$ cat config.mk
export PLATFORM = sky130hd
export DESIGN_NAME = lagarto_dcache_port_arbiter
export DESIGN_NICKNAME = d
export VERILOG_FILES = /design/src/rtl/lagarto_dcache_port_arbiter.sv
export SDC_FILE = /design/constraint.sdc
export NUM_CORES = 1
export LEC_CHECK = 0
export CORE_AREA = 2 2 235 237
export CTS_CLUSTER_SIZE = 25
export DETAILED_ROUTE_END_ITERATION = 16
export DIE_AREA = 0 0 237 239
export MAX_ROUTING_LAYER = met4
export PLACE_DENSITY_LB_ADDON = 0.2
export SLEW_MARGIN = 15
export SYNTH_ARGS = -nofsm -noshare
export SYNTH_HDL_FRONTEND = slang
export SYNTH_SLANG_ARGS = --single-unit
$ cat constraint.sdc
create_clock -name clk_i -period 9.7 [get_ports clk_i]
set_clock_uncertainty 0.2 [all_clocks]
set_input_delay 2.425 -clock clk_i [delete_from_list [all_inputs] [get_ports clk_i]]
set_output_delay 2.425 -clock clk_i [all_outputs]
set_load 0.005 [all_outputs]
$ cat src/rtl/lagarto_dcache_port_arbiter.sv
// Shares the L1 dcache request port between the load (0) and store (1) channels; one op in flight, round-robin.
// Optional perf counters are enabled with `define LAGARTO_DCACHE_ARB_PERF_EN.
module lagarto_dcache_port_arbiter #(
    parameter int INDEX_W = 12,
    parameter int TAG_W   = 44,
    parameter int CNT_W   = 32
) (
    input  logic                   clk_i,
    input  logic                   rst_i,
    input  logic [1:0]             req_valid_i,
    input  logic [2*INDEX_W-1:0]   req_index_i,
    input  logic [127:0]           req_wdata_i,
    input  logic [15:0]            req_be_i,
    input  logic [3:0]             req_size_i,
    input  logic [1:0]             tag_valid_i,
    input  logic [2*TAG_W-1:0]     tag_i,
    input  logic [1:0]             kill_i,
    output logic [1:0]             gnt_o,
    output logic [1:0]             rvalid_o,
    output logic [63:0]            rdata_o,
    output logic                   req_o,
    input  logic                   gnt_i,
    output logic [INDEX_W-1:0]     addr_index_o,
    output logic                   we_o,
    output logic [63:0]            wdata_o,
    output logic [7:0]             be_o,
    output logic [1:0]             size_o,
    output logic                   tag_valid_o,
    output logic [TAG_W-1:0]       addr_tag_o,
    output logic                   kill_o,
    input  logic                   rvalid_i,
    input  logic [63:0]            rdata_i,
    output logic                   busy_o,
    output logic [CNT_W-1:0]       conflict_cnt_o,
    output logic [CNT_W-1:0]       ld_wait_cnt_o
);

    typedef enum logic [2:0] {
        S_IDLE  = 3'd0,
        S_IDX   = 3'd1,
        S_TAG   = 3'd2,
        S_RESP  = 3'd3,
        S_DRAIN = 3'd4
    } state_t;

    state_t               r_state;
    state_t               w_next;
    logic                 r_owner;
    logic                 r_rr;
    logic [INDEX_W-1:0]   r_index;
    logic [63:0]          r_wdata;
    logic [7:0]           r_be;
    logic [1:0]           r_size;

    logic                 w_win;
    logic                 w_take;
    logic                 w_kill_own;
    logic                 w_tv_own;

    // r_rr names the channel that wins a tie, i.e. the one not served last
    assign w_win      = (&req_valid_i) ? r_rr : req_valid_i[1];
    assign w_take     = (r_state == S_IDLE) && (|req_valid_i);
    assign w_kill_own = r_owner ? kill_i[1] : kill_i[0];
    assign w_tv_own   = r_owner ? tag_valid_i[1] : tag_valid_i[0];

    always_ff @(posedge clk_i or posedge rst_i) begin
        if (rst_i) begin
            r_state <= S_IDLE;
            r_owner <= 1'b0;
            r_rr    <= 1'b0;
            r_index <= '0;
            r_wdata <= '0;
            r_be    <= '0;
            r_size  <= '0;
        end else begin
            r_state <= w_next;
            if (w_take) begin
                r_owner <= w_win;
                r_index <= w_win ? req_index_i[2*INDEX_W-1:INDEX_W] : req_index_i[INDEX_W-1:0];
                r_wdata <= w_win ? req_wdata_i[127:64] : req_wdata_i[63:0];
                r_be    <= w_win ? req_be_i[15:8] : req_be_i[7:0];
                r_size  <= w_win ? req_size_i[3:2] : req_size_i[1:0];
            end
            if ((r_state == S_IDX) && gnt_i) begin
                r_rr <= ~r_owner;
            end
        end
    end

    always_comb begin
        w_next      = r_state;
        gnt_o       = 2'b00;
        rvalid_o    = 2'b00;
        req_o       = 1'b0;
        tag_valid_o = 1'b0;
        addr_tag_o  = '0;
        kill_o      = 1'b0;
        case (r_state)
            S_IDLE: begin
                if (|req_valid_i) begin
                    w_next = S_IDX;
                end
            end
            S_IDX: begin
                req_o = 1'b1;
                // A grant in the same cycle as a kill wins: the cache already took the index
                if (gnt_i) begin
                    gnt_o  = r_owner ? 2'b10 : 2'b01;
                    w_next = S_TAG;
                end else if (w_kill_own) begin
                    w_next = S_IDLE;
                end
            end
            S_TAG: begin
                addr_tag_o = r_owner ? tag_i[2*TAG_W-1:TAG_W] : tag_i[TAG_W-1:0];
                if (w_kill_own) begin
                    kill_o = 1'b1;
                    w_next = S_IDLE;
                end else if (w_tv_own) begin
                    tag_valid_o = 1'b1;
                    w_next      = r_owner ? S_IDLE : S_RESP;
                end
            end
            S_RESP: begin
                if (rvalid_i) begin
                    rvalid_o = kill_i[0] ? 2'b00 : 2'b01;
                    w_next   = S_IDLE;
                end else if (kill_i[0]) begin
                    kill_o = 1'b1;
                    w_next = S_DRAIN;
                end
            end
            S_DRAIN: begin
                if (rvalid_i) begin
                    w_next = S_IDLE;
                end
            end
            default: begin
                w_next = S_IDLE;
            end
        endcase
    end

    assign rdata_o      = rdata_i;
    assign addr_index_o = r_index;
    assign we_o         = r_owner;
    assign wdata_o      = r_wdata;
    assign be_o         = r_be;
    assign size_o       = r_size;
    assign busy_o       = (r_state != S_IDLE);

`ifdef LAGARTO_DCACHE_ARB_PERF_EN
    localparam logic [CNT_W-1:0] CNT_ONE = 1;

    logic [CNT_W-1:0] r_conflict_cnt;
    logic [CNT_W-1:0] r_ld_wait_cnt;
    logic             w_conflict;
    logic             w_ld_wait;

    assign w_conflict = (r_state == S_IDLE) && (&req_valid_i);
    assign w_ld_wait  = req_valid_i[0] && !gnt_o[0];

    always_ff @(posedge clk_i or posedge rst_i) begin
        if (rst_i) begin
            r_conflict_cnt <= '0;
            r_ld_wait_cnt  <= '0;
        end else begin
            if (w_conflict && !(&r_conflict_cnt)) begin
                r_conflict_cnt <= r_conflict_cnt + CNT_ONE;
            end
            if (w_ld_wait && !(&r_ld_wait_cnt)) begin
                r_ld_wait_cnt <= r_ld_wait_cnt + CNT_ONE;
            end
        end
    end

    assign conflict_cnt_o = r_conflict_cnt;
    assign ld_wait_cnt_o  = r_ld_wait_cnt;
`else
    assign conflict_cnt_o = '0;
    assign ld_wait_cnt_o  = '0;
`endif

endmodule

==> metrics <==
status=finished, final reports clean; average routed wire per standard cell=20.3 um; Period Utilization, post-route=0.690; dominant cell type by count on the critical path=sky130_fd_sc_hd__clkdlybuf4s50_1; detailed-routed wire length on met3=2920 um; Worst IR Drop VDD=about 0.083 mV; start point of the critical path=kill_i[0]; number of flops mapped to enable cells by yosys=0; Power Dens Cells=239 nW/um^2; Seq pwr share=0.268; full die area=56600 sq um; Leak=slightly below 4 nW; count of distinct cell types in the synthesized netlist=36; cts-stage hold buffer count=0; later-pin clock latency in the skew report=370 ps; cells along the critical path=clkdlybuf4s50_1, mux2i_1, o22ai_1, and2_1, clkdlybuf4s50_1; count of instances resized after the clock tree is built=0; maximum cell stage delay along the critical path=590 ps; buffers plus inverters on the worst setup path=2; num rows=86; critical path class=in2out; Rel. slew slack=0.275; number of global-route vias before repair=6899; Vias per Instance=3.85; buffer count from post-CTS setup fixing=0; Core Area=54300 sq um; layout cells sized above 1=0.0441; required time at the endpoint of the critical path=7080 ps; Worst path top cell family by delay=buffers and inverters; die height=between 200 and 250 um; count of yosys warnings during synthesis=0; Detail Route Antenna Nets=0; TritonCTS sink count=91; number of H-tree levels=3; r2r startpoint=r_state[0]; IO Port Bufs=407; Seq/Total Area, Yosys=0.344; Clock transition at path regs=70 ps; final weighted congestion in routability-driven placement=around 0.79; # Max-Cap Violations=0; highest fanout seen on the critical path=6; share of power burned in combinational logic=0.581; final number of max-transition violations=0; part of the power in the clock network=0.151; min-delay src=be_o[1]; final core utilization=0.200; DR iter-0 viols=260; class of the worst hold path=reg2reg; fin nets=1394; most used flip-flop cell after synthesis=sky130_fd_sc_hd__dfrtp_1; async set-reset flop share out of synthesis=1.00; total routed wire length on the met1 layer=14300 um; via count=~6800; setup-violating endpoint count in the final report=0; Syn-to-layout area delta=64.4%; proportion of total power due to net switching=0.400; CP max stage cell=sky130_fd_sc_hd__clkdlybuf4s50_1; io pins=601; TritonCTS buffer count=9; post-synth design cell area=6620 sq um; DP HPWL=26100 um; switching power of the nets=~1.0 mW; wire length of the first global-routing pass=50400 um; number of antenna violations at the first check in global routing=7; CTS Root Buffer Type=sky130_fd_sc_hd__clkbuf_16; fmax=149 MHz; P_int=1.56 mW; data arrival time at the worst-slack endpoint=4070 ps; setup repair after global routing missed its margin=false; min cycle time layout=6690 ps; largest net degree at the start of global routing=118; Seq cells post-synth=91; routed wl met2=17700 um; DRT Pass-1 Iters=4; mean instance size in the synthesized netlist=~8.5 sq um; number of buffers on the longest clock path=2; number of standard cells after synthesis=slightly below 800; final global-route overflow total=0; element type at the critical path start=input pin; initial standard-cell utilization of the core=0.122; DR DRC count=0; Horiz. Die Dim=about 240 um; slew at the pin closest to its max-slew limit=1090 ps; crit path capture type=output port; highest metal layer with signal wires=met4; endpoints failing hold=0; detailed-route wire length=35900 um; CTS tree=done; All-Layer GR Usage=0.126; Setup Total Neg Slack=0 ps
cells by family (layout without fill, tap and decap cells):
kind of cell	count (synthesis)	count (layout)	share of synthesized area
compound gates	267	267	0.231
buf+inv	216	439	0.206
flops	91	91	0.344
mux	48	48	0.0728
other cells	1	69	0.000566
simple gates	155	155	0.146
worst register-to-register path, cell delays in order (launching register included):
cell,delay [ps]
sky130_fd_sc_hd__dfrtp_1,530
sky130_fd_sc_hd__nor3_4,380
sky130_fd_sc_hd__buf_4,510
sky130_fd_sc_hd__and2_4,550
sky130_fd_sc_hd__buf_4,680
sky130_fd_sc_hd__a31oi_1,280
registers in the layout, indices dropped and copies added (netlist names):
signal / cells
r_state: 3
addr_index_o: 12
size_o: 2
r_rr: 1
wdata_o: 64
we_o: 1
be_o: 8
placed cells by master (no fill, tap or decap), drive strengths merged, types with 8 or more instances in the layout:
cell type      synthesis  layout
clkbuf                59      10
buf                  151      11
clkdlybuf4s50          0     406
a31oi                 86      86
a21oi                 86      86
conb                   1      65
dfrtp                 91      91
mux2i                 47      47
nand3b                86      86
o21ai                 88      88
nor2                  50      50
inv                    6       8
area by class of cell:
cell class | count | area, sq um
clock inverter | 6 | 71.3
clock buffer | 10 | 239
inverter | 6 | 25.0
antenna | 4 | 10.0
tap | 704 | 881
timing repair buffer | 417 | 4150
fill | 6067 | 43500
multi-input combinational | 535 | 3230
sequential | 91 | 2280
routing by layer:
| metal | GRT usage | vias up |
|---|---|---|
| li1 | - | 3150 |
| met2 | 0.208 | 316 |
| met1 | 0.138 | 3288 |
| met3 | 0.0476 | 64 |
| met5 | - | - |
| met4 | 0.0504 | 0 |
cell usage after synthesis (3+ instances only):
cell type | instances | area share
sky130_fd_sc_hd__nor2b_1 | 3 | 0.0028
sky130_fd_sc_hd__buf_6 | 6 | 0.010
sky130_fd_sc_hd__buf_2 | 14 | 0.011
sky130_fd_sc_hd__inv_1 | 5 | 0.0028
sky130_fd_sc_hd__buf_4 | 130 | 0.15
sky130_fd_sc_hd__a31oi_2 | 10 | 0.019
sky130_fd_sc_hd__mux2i_1 | 47 | 0.071
sky130_fd_sc_hd__nor2_1 | 50 | 0.028
sky130_fd_sc_hd__clkbuf_1 | 59 | 0.033
sky130_fd_sc_hd__a21oi_1 | 86 | 0.065
sky130_fd_sc_hd__a31oi_1 | 76 | 0.072
sky130_fd_sc_hd__o21ai_0 | 88 | 0.067
sky130_fd_sc_hd__dfrtp_1 | 91 | 0.34
sky130_fd_sc_hd__nand3b_1 | 86 | 0.098
per-stage QoR:
step	instances	power (mW)	hold slack, ps	instance area (sq um)	setup slack, ps
2_1_floorplan	842	1.43	250	6860	4130
3_3_place_gp	1753	2.26	335	10600	3010
3_5_place_dp	1753	2.26	333	10600	3030
4_1_cts	1769	2.68	349	10900	3010
5_1_grt	1773	2.81	371	10900	2930
6_report	1773	2.60	349	10900	3010
power by group through the flow:
stage | clock network, mW | registers, mW | logic, mW
after floorplan | 0 | 0.692 | 0.741
after global placement | 0 | 0.699 | 1.56
after detailed placement | 0 | 0.705 | 1.56
after CTS | 0.419 | 0.699 | 1.57
after global routing | 0.431 | 0.722 | 1.66
final | 0.393 | 0.696 | 1.51
worst paths after layout:
check | end | slack (ps) | cells after the start
hold reg to reg | be_o[1] | 350 | 2
max in group asynchronous | wdata_o[46] | 5740 | 3
setup / recovery | kill_o | 3010 | 5
hold / removal | be_o[1] | 350 | 2
min in group asynchronous | wdata_o[20] | 2210 | 2
setup reg to reg | wdata_o[54] | 6420 | 5
Power figures use the tool's default switching activity.
